`src/rtl/clint_access_arbiter.sv`:
```
// -----------------------------------------------------------------------------
// clint_access_arbiter
//
// Purpose:
//   Shares the single CLINT register-access port among NR_REQ requesters with
//   round-robin fairness. Every access runs grant -> access -> response:
//     cycle t   : gnt_o[w] pulses, the requester payload is latched
//     cycle t+1 : en_o is high and the latched payload drives the CLINT port
//     cycle t+2 : rvalid_o[w] pulses with rdata_o (0 for writes)
//   A new grant may fire in the response cycle, giving 1 access per 2 cycles.
//
// Handshake:
//   req_i[n] is a level request. The requester holds it (and its payload)
//   until it sees gnt_o[n]. It may change both from the following cycle,
//   because the arbiter works only from its latched copy. Dropping req_i
//   before the grant withdraws the request with no access and no response.
//   gnt_o and rvalid_o are one-hot single-cycle strobes. There is no
//   back-pressure on the response.
//
// Configuration:
//   CLINT_ARB_LOCK_EN - when defined, lock_i[w]=1 on a grant makes w the only
//   eligible requester until it is granted again with lock_i=0, or until it
//   stays silent for LOCK_TIMEOUT consecutive IDLE cycles. Without the macro,
//   lock_i is ignored.
//
// Ports:
//   clk_i, rst_ni          clock, asynchronous active-low reset
//   req_i/we_i/lock_i      per-requester request, write flag, lock request
//   addr_i/be_i/wdata_i    per-requester packed payload
//   gnt_o/rvalid_o/rdata_o per-requester grant, response strobe, read data
//   en_o/we_o/address_o/be_o/wdata_o/rdata_i   CLINT register port
// -----------------------------------------------------------------------------
module clint_access_arbiter #(
  parameter int NR_REQ       = 2,
  parameter int ADDR_WIDTH   = 64,
  parameter int LOCK_TIMEOUT = 16
) (
  input  logic                         clk_i,
  input  logic                         rst_ni,
  input  logic [NR_REQ-1:0]            req_i,
  input  logic [NR_REQ-1:0]            we_i,
  input  logic [NR_REQ*ADDR_WIDTH-1:0] addr_i,
  input  logic [NR_REQ*8-1:0]          be_i,
  input  logic [NR_REQ*64-1:0]         wdata_i,
  input  logic [NR_REQ-1:0]            lock_i,
  output logic [NR_REQ-1:0]            gnt_o,
  output logic [NR_REQ-1:0]            rvalid_o,
  output logic [63:0]                  rdata_o,
  output logic                         en_o,
  output logic                         we_o,
  output logic [ADDR_WIDTH-1:0]        address_o,
  output logic [7:0]                   be_o,
  output logic [63:0]                  wdata_o,
  input  logic [63:0]                  rdata_i
);

  localparam int IW = (NR_REQ > 1) ? $clog2(NR_REQ) : 1;

  typedef enum logic [1:0] {
    S_IDLE   = 2'd0,
    S_ACCESS = 2'd1,
    S_RESP   = 2'd2
  } state_t;

  state_t                  r_state;
  state_t                  w_state_nxt;
  logic [IW-1:0]           r_last;
  logic [IW-1:0]           r_winner;
  logic                    r_we;
  logic [ADDR_WIDTH-1:0]   r_addr;
  logic [7:0]              r_be;
  logic [63:0]             r_wdata;
  logic [63:0]             r_rdata;

  logic [NR_REQ-1:0]       w_elig;
  logic [IW-1:0]           w_pick;
  logic [IW-1:0]           w_idx;
  logic                    w_found;
  logic                    w_fire;

  // ---------------------------------------------------------------------------
  // Eligibility: with the lock held only the owner may be granted.
  // ---------------------------------------------------------------------------
`ifdef CLINT_ARB_LOCK_EN
  localparam int CW = $clog2(LOCK_TIMEOUT + 1);

  logic          r_lock;
  logic [IW-1:0] r_owner;
  logic [CW-1:0] r_lock_cnt;

  always_comb begin
    w_elig = req_i;
    if (r_lock) begin
      w_elig          = '0;
      w_elig[r_owner] = req_i[r_owner];
    end
  end

  // A grant (always the owner while locked) reloads the lock from lock_i.
  // Silent IDLE cycles of the owner count towards the forced release.
  always_ff @(posedge clk_i or negedge rst_ni) begin
    if (!rst_ni) begin
      r_lock     <= 1'b0;
      r_owner    <= '0;
      r_lock_cnt <= '0;
    end else if (w_fire) begin
      r_lock     <= lock_i[w_pick];
      r_owner    <= w_pick;
      r_lock_cnt <= '0;
    end else if (r_lock && (r_state == S_IDLE) && !req_i[r_owner]) begin
      if (r_lock_cnt == CW'(LOCK_TIMEOUT - 1)) begin
        r_lock     <= 1'b0;
        r_lock_cnt <= '0;
      end else begin
        r_lock_cnt <= r_lock_cnt + CW'(1);
      end
    end else begin
      r_lock_cnt <= '0;
    end
  end
`else
  logic w_unused_cfg;

  assign w_elig       = req_i;
  assign w_unused_cfg = ^{lock_i, 32'(LOCK_TIMEOUT)};
`endif

  // ---------------------------------------------------------------------------
  // Round-robin pick: first eligible requester after r_last, with wrap.
  // ---------------------------------------------------------------------------
  always_comb begin
    w_found = 1'b0;
    w_pick  = '0;
    w_idx   = '0;
    for (int i = 1; i <= NR_REQ; i++) begin
      w_idx = IW'((int'(r_last) + i) % NR_REQ);
      if (!w_found && w_elig[w_idx]) begin
        w_found = 1'b1;
        w_pick  = w_idx;
      end
    end
  end

  // Grants are issued from IDLE and also from RESP (overlapping response).
  assign w_fire = ((r_state == S_IDLE) || (r_state == S_RESP)) && w_found;

  // ---------------------------------------------------------------------------
  // FSM: state register / next state / outputs
  // ---------------------------------------------------------------------------
  always_ff @(posedge clk_i or negedge rst_ni) begin
    if (!rst_ni) begin
      r_state <= S_IDLE;
    end else begin
      r_state <= w_state_nxt;
    end
  end

  always_comb begin
    w_state_nxt = r_state;
    case (r_state)
      S_IDLE:   w_state_nxt = w_fire ? S_ACCESS : S_IDLE;
      S_ACCESS: w_state_nxt = S_RESP;
      S_RESP:   w_state_nxt = w_fire ? S_ACCESS : S_IDLE;
      default:  w_state_nxt = S_IDLE;
    endcase
  end

  always_comb begin
    gnt_o     = '0;
    rvalid_o  = '0;
    rdata_o   = '0;
    en_o      = 1'b0;
    we_o      = 1'b0;
    address_o = '0;
    be_o      = '0;
    wdata_o   = '0;
    // Grant is combinational from req_i; masking with rst_ni keeps it quiet
    // while reset is held.
    if (w_fire && rst_ni) begin
      gnt_o[w_pick] = 1'b1;
    end
    if (r_state == S_ACCESS) begin
      en_o      = 1'b1;
      we_o      = r_we;
      address_o = r_addr;
      be_o      = r_be;
      wdata_o   = r_wdata;
    end
    if (r_state == S_RESP) begin
      rvalid_o[r_winner] = 1'b1;
      rdata_o            = r_rdata;
    end
  end

  // ---------------------------------------------------------------------------
  // Payload latch and read-data capture
  // ---------------------------------------------------------------------------
  always_ff @(posedge clk_i or negedge rst_ni) begin
    if (!rst_ni) begin
      r_last   <= IW'(NR_REQ - 1);
      r_winner <= '0;
      r_we     <= 1'b0;
      r_addr   <= '0;
      r_be     <= '0;
      r_wdata  <= '0;
      r_rdata  <= '0;
    end else begin
      if (w_fire) begin
        r_last   <= w_pick;
        r_winner <= w_pick;
        r_we     <= we_i[w_pick];
        r_addr   <= addr_i[w_pick*ADDR_WIDTH +: ADDR_WIDTH];
        r_be     <= be_i[w_pick*8 +: 8];
        r_wdata  <= wdata_i[w_pick*64 +: 64];
      end
      if (r_state == S_ACCESS) begin
        r_rdata <= r_we ? 64'd0 : rdata_i;
      end
    end
  end

endmodule

```
`config.mk`:
```
export PLATFORM = sky130hd
export DESIGN_NAME = clint_access_arbiter
export DESIGN_NICKNAME = d
export VERILOG_FILES = /design/src/rtl/clint_access_arbiter.sv
export SDC_FILE = /design/constraint.sdc
export NUM_CORES = 1
export LEC_CHECK = 0
export ABC_AREA = 1
export BUFFER_PORTS_ARGS = -buffer_cell sky130_fd_sc_hd__buf_2
export CORE_AREA = 2 2 214 216
export DETAILED_ROUTE_END_ITERATION = 8
export DIE_AREA = 0 0 216 218
export GPL_TIMING_DRIVEN = 0
export SLEW_MARGIN = 15
export SYNTH_ARGS = -nofsm -noshare
export SYNTH_HDL_FRONTEND = slang
export SYNTH_SLANG_ARGS = --single-unit
export TNS_END_PERCENT = 5
```
`constraint.sdc`:
```
create_clock -name clk_i -period 1.69 [get_ports clk_i]
set_input_delay 0.338 -clock clk_i [delete_from_list [all_inputs] [get_ports clk_i]]
set_output_delay 0.338 -clock clk_i [all_outputs]
set_load 0.01 [all_outputs]
```
# --- Word level (Yosys, flattened, before mapping) ---
# Index checks and enable logic that the tools add are counted.
# Widths: inputs -> output; s select.
word_totals:
  register_bits: 205
  latch_bits: 0
  mem_bits_rw: 0
  romBits: 0
  inputBits: 344
  output_inout_bits: 206
  memories: 0
op_classes:
  add_sub_neg: 2
  n_mul: 0
  div: 0
  order_cmp: 6
  n_eq_ne: 2
  n_shift: 3
  muxes: 25
  n_bitwise: 0
  reduce_logical: 9
op_table:
  columns: ["cell", "count"]
  rows:
  - ["$mux 64", 4]
  - ["$shiftx 128x8->64", 2]
  - ["$shiftx 16x5->8", 1]
  - ["$mux 1", 15]
  - ["$lt 1x2->1 const B", 4]
  - ["$mux 8", 1]
  - ["$logic_and 1x1->1", 5]
  - ["$mux 2", 2]
  - ["$pmux 2 s2", 1]
  - ["$add 1x1->1 const B", 2]
  - ["$demux 1 s1", 2]
  - ["$eq 2x1->1 const B", 1]
  - ["$eq 2x2->1 const B", 1]
  - ["$ge 1x1->1 const B", 2]
  - ["$logic_not 2->1", 1]
  - ["$reduce_or 2->1", 1]
  - ["$logic_not 1->1", 1]
  - ["$logic_or 1x1->1", 1]

# --- Longest topological paths before layout ---
# Gate-level depths: netlist of run 1.
depth:
  depth_word: 12
  depth_mapped: 7

# --- Least setup slack after synthesis of run 1 ---
# OpenSTA, ideal clock, no wires.
synth_path:
  kind: "flip-flop to output port"
  startpoint: "register r_last"
  endpoint: "output port gnt_o[0]"
  t_arrival_ps: 1137
  required_ps: 1352
  path_slack_ps: 215
  stages_incl_launch_ff: 6
  path_buffers: 1
  path_cell_list: "dfstp_2 nand2_1 nand2_1 buf_2 inv_1 nor3_1"
synth_via:
  elab_chain_len: 12
  elab_cells_between_ends: 20
synth_rtl:
  columns: ["element", "line", "source"]
  rows:
  - ["start, declared", "67", "logic [IW-1:0] r_last;"]
  - ["start signal, assigned", "200", "r_last <= IW'(NR_REQ - 1);"]
  - ["start signal, assigned", "209", "r_last <= w_pick;"]
  - ["$add 1x1->1", "136", "w_idx = IW'((int'(r_last) + i) % NR_REQ);"]
  - ["$mux 1 (implied by the code) (2 in series)", "137", "if (!w_found && w_elig[w_idx]) begin"]
  - ["$mux 1", "137", null]
  - ["$logic_not 1->1", "137", null]
  - ["$logic_and 1x1->1", "137", null]
  - ["$mux 1", "137", null]
  - ["$lt 1x2->1 (implied by the code) or $ge 1x1->1 (tied branches)", "180", "gnt_o[w_pick] = 1'b1;"]
  - ["$logic_and 1x1->1 (implied by the code)", "180", null]
  - ["$mux 1 (implied by the code)", "180", null]
  - ["$demux 1 s1", "180", null]
  - ["$mux 2 (*)", "179", "if (w_fire && rst_ni) begin"]
  - ["end, declared", "46", "output logic [NR_REQ-1:0] gnt_o,"]
# Mark *: on every way between the ends. The rest lies on a longest branch, timed or not. The select of a mux whose other input is x is not followed.

# --- Final worst setup path of run 1 ---
layout_path:
  startpoint: "register r_state[0]"
  endpoint: "output port address_o[31]"
layout_via:
  elab_chain_len: 2
layout_rtl:
  columns: ["element", "line", "source"]
  rows:
  - ["start, declared", "65", "state_t r_state;"]
  - ["start signal, assigned", "154", "r_state <= w_state_nxt;"]
  - ["$eq 2x1->1", "182", "if (r_state == S_ACCESS) begin"]
  - ["$mux 64", "182", null]
  - ["end, declared", "51", "output logic [ADDR_WIDTH-1:0] address_o,"]
# No other way between the ends.

==> results_dict.tcl, run 1 <==
set metrics [dict create \
    antenna_left 0 \
    start_util_pct 26.4 \
    drtIter0Drc 763 \
    start_kind "flip-flop" \
    dp_cells 2981 \
    cts_num_sinks 205 \
    post_synth_num_cell_types 13 \
    cts-htree-levels 1 \
    vdd_drop_max_uv 547 \
    crit_path_top_delay_cell "dfrtp_1" \
    maxCapViolations 0 \
    p_total_mw 17.9 \
    multiInputGateArea_sq_mm 0.00465 \
    setup_viol 206 \
    period_minus_slack_ns 2.18 \
    synth-seq-cells 205 \
    overflow 0 \
    layout-drive-gt1-share_pct 31.8 \
    drc_errors 0 \
    root_buffer "clkbuf_16" \
    fp.dieW_microns 216 \
    grt_pass1_wl_microns 71500 \
    die_h_microns 218 \
    final_nets 2763 \
    synth-seq-area-share_pct 43.4 \
    finalWorstSetupSlack_ns -0.489 \
    port_buffers 547 \
    crit_buf_inv 5 \
    crit_chain "inv_4 > nor2_4 > inv_4 > clkbuf_16 > buf_12 > nor2_4 > buf_6" \
    via_per_inst 4.40 \
    gp_congestion 0.958 \
    crit_fanout 6 \
    clk_latency_ns 0.53 \
    finalHoldViolCount 159 \
    violations "hold timing, setup timing" \
    worst_ep_arrival_time_ns 1.84 \
    hpwl_microns 36600 \
    clock-skew-final_ns 0.0125 \
    tightest_slew_ns 0.817 \
    core_sq_mm 0.0449 \
    path_class "reg2out" \
    p_leak_nw 10.5 \
    io_pins 550 \
    cts_tree "yes" \
    vias 13400 \
    crit_path_end_kind "primary output" \
    final_common_cell "buf_2" \
    postSynthAreaPerCell_sq_um 6.46 \
    critPathRequiredTime_ns 1.35 \
    syn_inst 1832 \
    grt_usage_pct 19.1 \
    antenna_found_initial 5 \
    hold_path_class "in2async" \
    drt_wl_total_microns 46800 \
    crit_family "buffers and inverters" \
    wire_per_inst_microns 15.4 \
    rsz0062_at_grt "true" \
    slew_headroom_pct 45.4 \
    grt_pass1_vias 13200 \
    status "finished, violations left" \
    final-seq-area_sq_mm 0.00513 \
    die-area_sq_mm 0.0471 \
    drv_slew 0 \
    mostFrequentLayoutCells "buf_2 (563), inv_1 (476), nand2_1 (413), nand3_1 (338), dfrtp_1 (204)" \
    syn-num-nets 2176 \
    area_growth_pct 43.9 \
    clkTransAtPathRegs_ns 0.06 \
    grt_max_degree 98 \
    ctsLongestPathBuffers 3 \
    fmax_mhz 459 \
    firstDrtPassIters 5 \
    crit_path_max_incr_delay_ns 0.39 \
    ys_warn_count 0 \
    syn-cell-area_sq_mm 0.0118 \
    nFillCells 4883 \
    cts_buffers 27 \
    power_density_mw_per_mm2 1050 \
    fp-row-count 78 \
    instances_no_fill 3042 \
    hold_slack_ns -0.377 \
    fin_crit_sh_pct 129 \
]
worst register-to-register path, stage by stage, from the launching register on:
cell and delay (ns):
dfrtp_1 0.39, inv_4 0.08, nor2_4 0.13, buf_4 0.13, buf_6 0.10, clkbuf_4 0.21
clkbuf_1 0.34, o21ai_0 0.15
cell usage after synthesis (all sizes together):
cell type,count,area (sq um)
buf,77,375
clkbuf,41,154
dfrtp,204,5100
dfstp,1,26.3
inv,480,1800
nand2,417,1570
nand3,338,1690
nor2,207,777
nor3,1,5.00
o21ai,66,330
state kept, by name, summed over array words and instances, names as in the netlist:
name	cells
r_we	1
r_be	8
r_rdata	64
r_state	2
r_wdata	64
r_last	1
r_addr	64
r_winner	1
kinds of logic (layout without fill, tap and decap cells):
logic type / count (synthesis) / after routing / share of synthesized area (%)
buffers and inverters: 598 / 1204 / 19.7
flip-flops: 205 / 205 / 43.4
AO/OA/AOI/OAI: 66 / 66 / 2.79
other: 0 / 4 / 0
AND/OR/NAND/NOR: 963 / 963 / 34.1
worst paths after layout:
kind	start	end	slack, ns	cells past startpoint
worst max-delay path	r_state[0]	address_o[31]	-0.49	7
worst min-delay path	rst_ni	r_wdata[28]	-0.38	1
worst max register to register	r_state[0]	r_rdata[36]	0.02	7
worst min register to register	r_wdata[34]	r_wdata[34]	0.48	2
max in group asynchronous	rst_ni	r_rdata[14]	0.26	3
min in group clk_i	rdata_i[44]	r_rdata[44]	0.05	3
per-stage QoR:
step	setup TNS, ns	hold WS (ns)	setup slack (ns)	utilization [%]	area [sq um]
floorplan	0	0.0424	0.215	-	11800
CTS	-96.09	-0.398	-0.573	37.4	16800
global placement	-821.66	0.462	-3.51	34.1	15300
finish	-79.40	-0.377	-0.489	37.9	17000
global route	-103.89	-0.383	-0.572	37.9	17000
detailed placement	-128.03	0.175	-0.972	34.3	15400
layer usage:
metal,up-vias,global-route usage [%],routed length (microns)
met2,504,33.7,22700
met1,6283,24.3,20100
li1,6524,-,-
met4,4,5.34,1120
met5,-,0,19
met3,77,2.89,2810
power by group:
group / leakage, nW / internal, mW / total (mW) / switching [mW]
registers: 2.52 / 6.05 / 6.56 / 0.518
logic: 7.53 / 2.13 / 5.64 / 3.51
clock network: 0.438 / 3.40 / 5.66 / 2.26
timing repair:
| item | in CTS | in global routing |
|---|---|---|
| endpoints found under the hold margin | 155 | 44 |
| pin swaps | 2 | 3 |
| cloned | 2 | 0 |
| setup buffers | 3 | 3 |
| endpoints found under the setup margin | 327 | 288 |
| gates resized for setup | 149 | 67 |
final cells by class:
type,instances,area share (%)
clock buffers,33,4.34
inverters,480,10.6
diodes,4,0.0588
multi-input cells,1029,27.3
plain buffers,116,4.47
well taps,600,4.41
flip-flops and latches,205,30.1
repair buffers,560,17.8
clock inverters,15,0.823
(Power assumes the default switching activity.)
==> run 2, diff against run 1 <==
Settings changed: GPL_TIMING_DRIVEN 0 to default.
==> run 2 against run 1 <==
  * Global-route usage fell by 2.5 points
  * Sequential power barely moved
  * Wire length fell by 14%
  * Clock-buffer cell count rose by 2
  * The run ends with setup timing left
  * Sequential share of layout area rose by 1.0 points
  * Final cell count fell by 2.8%
  * Sequential cell count did not move
  * Clock skew fell by 0.0052 ns
  * Largest power group unchanged
  * First-iteration DRC count fell by 12%
  * Non-clock buffer count fell by 70
  * Largest cell class unchanged
==> results_dict.tcl, run 2 (synthesis gave the netlist of run 1 again) <==
set metrics [dict create \
    status "finished, violations left" \
    violations "setup timing" \
    finalWorstSetupSlack_ns -0.420 \
    top_regs "r_addr (64), r_rdata (64), r_wdata (64)" \
    die-area_sq_mm 0.0471 \
    cts_buffers 23 \
    p_total_mw 16.5 \
    vdd_drop_max_uv 600 \
    post_dp_cell_area_sq_mm 0.0155 \
    die_h_microns 218 \
    grt_pass1_wl_microns 63600 \
    finalHoldViolCount 0 \
    antenna_cells 0 \
    mostFrequentLayoutCells "buf_2 (542), inv_1 (477), nand2_1 (413), nand3_1 (338), dfrtp_1 (204)" \
    critPathRequiredTime_ns 1.35 \
    firstDrtPassIters 5 \
    period_minus_slack_ns 2.11 \
    crit_path_top_delay_cell "dfrtp_1" \
    dp_cells 2916 \
    grt_usage_pct 16.6 \
    crit_fanout 16 \
    overflow 0 \
    fmax_mhz 474 \
    instances_no_fill 2957 \
    grt_pass1_vias 12600 \
    slew_headroom_pct 71.9 \
    reg2reg_depth 5 \
    nFillCells 4847 \
    antenna_left 0 \
    hold_path_class "in2reg" \
    drv_slew 0 \
    clkTransAtPathRegs_ns 0.06 \
    fp.dieW_microns 216 \
    area_growth_pct 39.1 \
    drtIter0Drc 674 \
    drc_errors 0 \
    hpwl_microns 30100 \
    crit_chain "nor2_4 > inv_6 > buf_12 > buf_4 > nor2_1 > buf_2" \
    start_kind "flip-flop" \
    gp_congestion 0.882 \
    holdCritStartpoint "rdata_i[44]" \
    hold_depth 3 \
    final_common_cell "buf_2" \
    clock-skew-final_ns 0.00729 \
    cts_num_sinks 205 \
    reg2reg_to "r_rdata[52]" \
    crit_path_max_incr_delay_ns 0.41 \
    maxCapViolations 0 \
    tightest_slew_ns 0.422 \
    drt_wl_total_microns 40300 \
    cts-htree-levels 1 \
    path_class "reg2out" \
    power_density_mw_per_mm2 1000 \
    r2r_slack_ns 0.04 \
    core_sq_mm 0.0449 \
    via_per_inst 4.34 \
    final_nets 2689 \
    setup_viol 206 \
    crit_path_end_kind "primary output" \
    r2r_start "r_state[1]" \
    holdPathEnd "r_rdata[44]" \
    p_leak_nw 10.3 \
    rsz0062_at_grt "true" \
    worst_ep_arrival_time_ns 1.77 \
    vias 12800 \
    fp-row-count 78 \
    antenna_found_initial 1 \
    start_util_pct 26.4 \
    final_cell_area_sq_mm 0.0165 \
    grt_max_degree 80 \
    fin_crit_sh_pct 125 \
    io_pins 550 \
    layout-drive-gt1-share_pct 29.4 \
    port_buffers 547 \
    place_worst_setup_slack_ns 0.0459 \
    hold_slack_ns 0.0637 \
    root_buffer "clkbuf_16" \
    ctsLongestPathBuffers 3 \
    clk_latency_ns 0.51 \
    wire_per_inst_microns 13.6 \
    cts_tree "yes" \
]
## run 2: cell types whose count changed in the layout (fill, tap and decap cells not counted), moves of 7 or more
| cell | previous run | this run |
|---|---|---|
| nor2_1 | 125 | 160 |
| nor2_2 | 72 | 43 |
| clkbuf_1 | 33 | 5 |
| buf_6 | 27 | 3 |
| buf_2 | 563 | 542 |
| buf_12 | 2 | 20 |
| buf_4 | 23 | 36 |
| clkinv_2 | 9 | 2 |
## run 2: layout make-up
cell class	instances	area [sq um]	area share (%)
clock buffer	35	691	4.20
clock inverter	2	10.0	0.0608
inverter	480	1810	11.0
multi-input combinational	1029	4540	27.6
sequential	205	5130	31.2
tap	600	751	4.56
timing repair buffer	606	3520	21.4
## run 2: worst max path at each step
stage	end	start	slack [ns]
after global routing	wdata_o[39]	r_state[0]	-0.54
after detailed placement	address_o[27]	r_state[0]	0.05
after CTS	wdata_o[0]	r_state[1]	-0.48
final	wdata_o[28]	r_state[1]	-0.42
after global placement	address_o[27]	r_state[0]	0.08
after floorplan	gnt_o[0]	r_last	0.22
## run 2: routing by layer
| layer | vias up | global-route usage, % | routed length [microns] |
|---|---|---|---|
| li1 | 6365 | - | - |
| met1 | 5884 | 21.1 | 17200 |
| met2 | 498 | 28.3 | 18900 |
| met3 | 74 | 2.91 | 2940 |
| met4 | 2 | 5.94 | 1240 |
| met5 | - | 0 | 11 |
## run 2: critical path: cells and delay by family, from the launching register on
family,cells,cell delay (ns)
buffers and inverters,4,0.56
flip-flops,1,0.41
AND/OR/NAND/NOR,2,0.28
## run 2: stage by stage
stage               utilization, %  TNS [ns]
detailed placement            34.6         0
global route                  36.7    -91.47
global placement              34.6         0
floorplan                        -         0
CTS                           36.4    -77.86
finish                        36.7    -65.77
## run 2: where the power goes
part / total (mW) / internal (mW) / switching [mW]
sequential: 6.55 / 6.05 / 0.505
clock: 4.72 / 2.78 / 1.94
combinational: 5.22 / 1.99 / 3.24
## run 2: what timing repair did
item / CTS / global route
cloned: 1 / 0
setup buffers: 1 / 1
hold buffers: 1 / 0
setup endpoints to repair: 206 / 237
resized for setup: 20 / 40
hold endpoints to repair: 41 / 0
pin swaps: 0 / 1
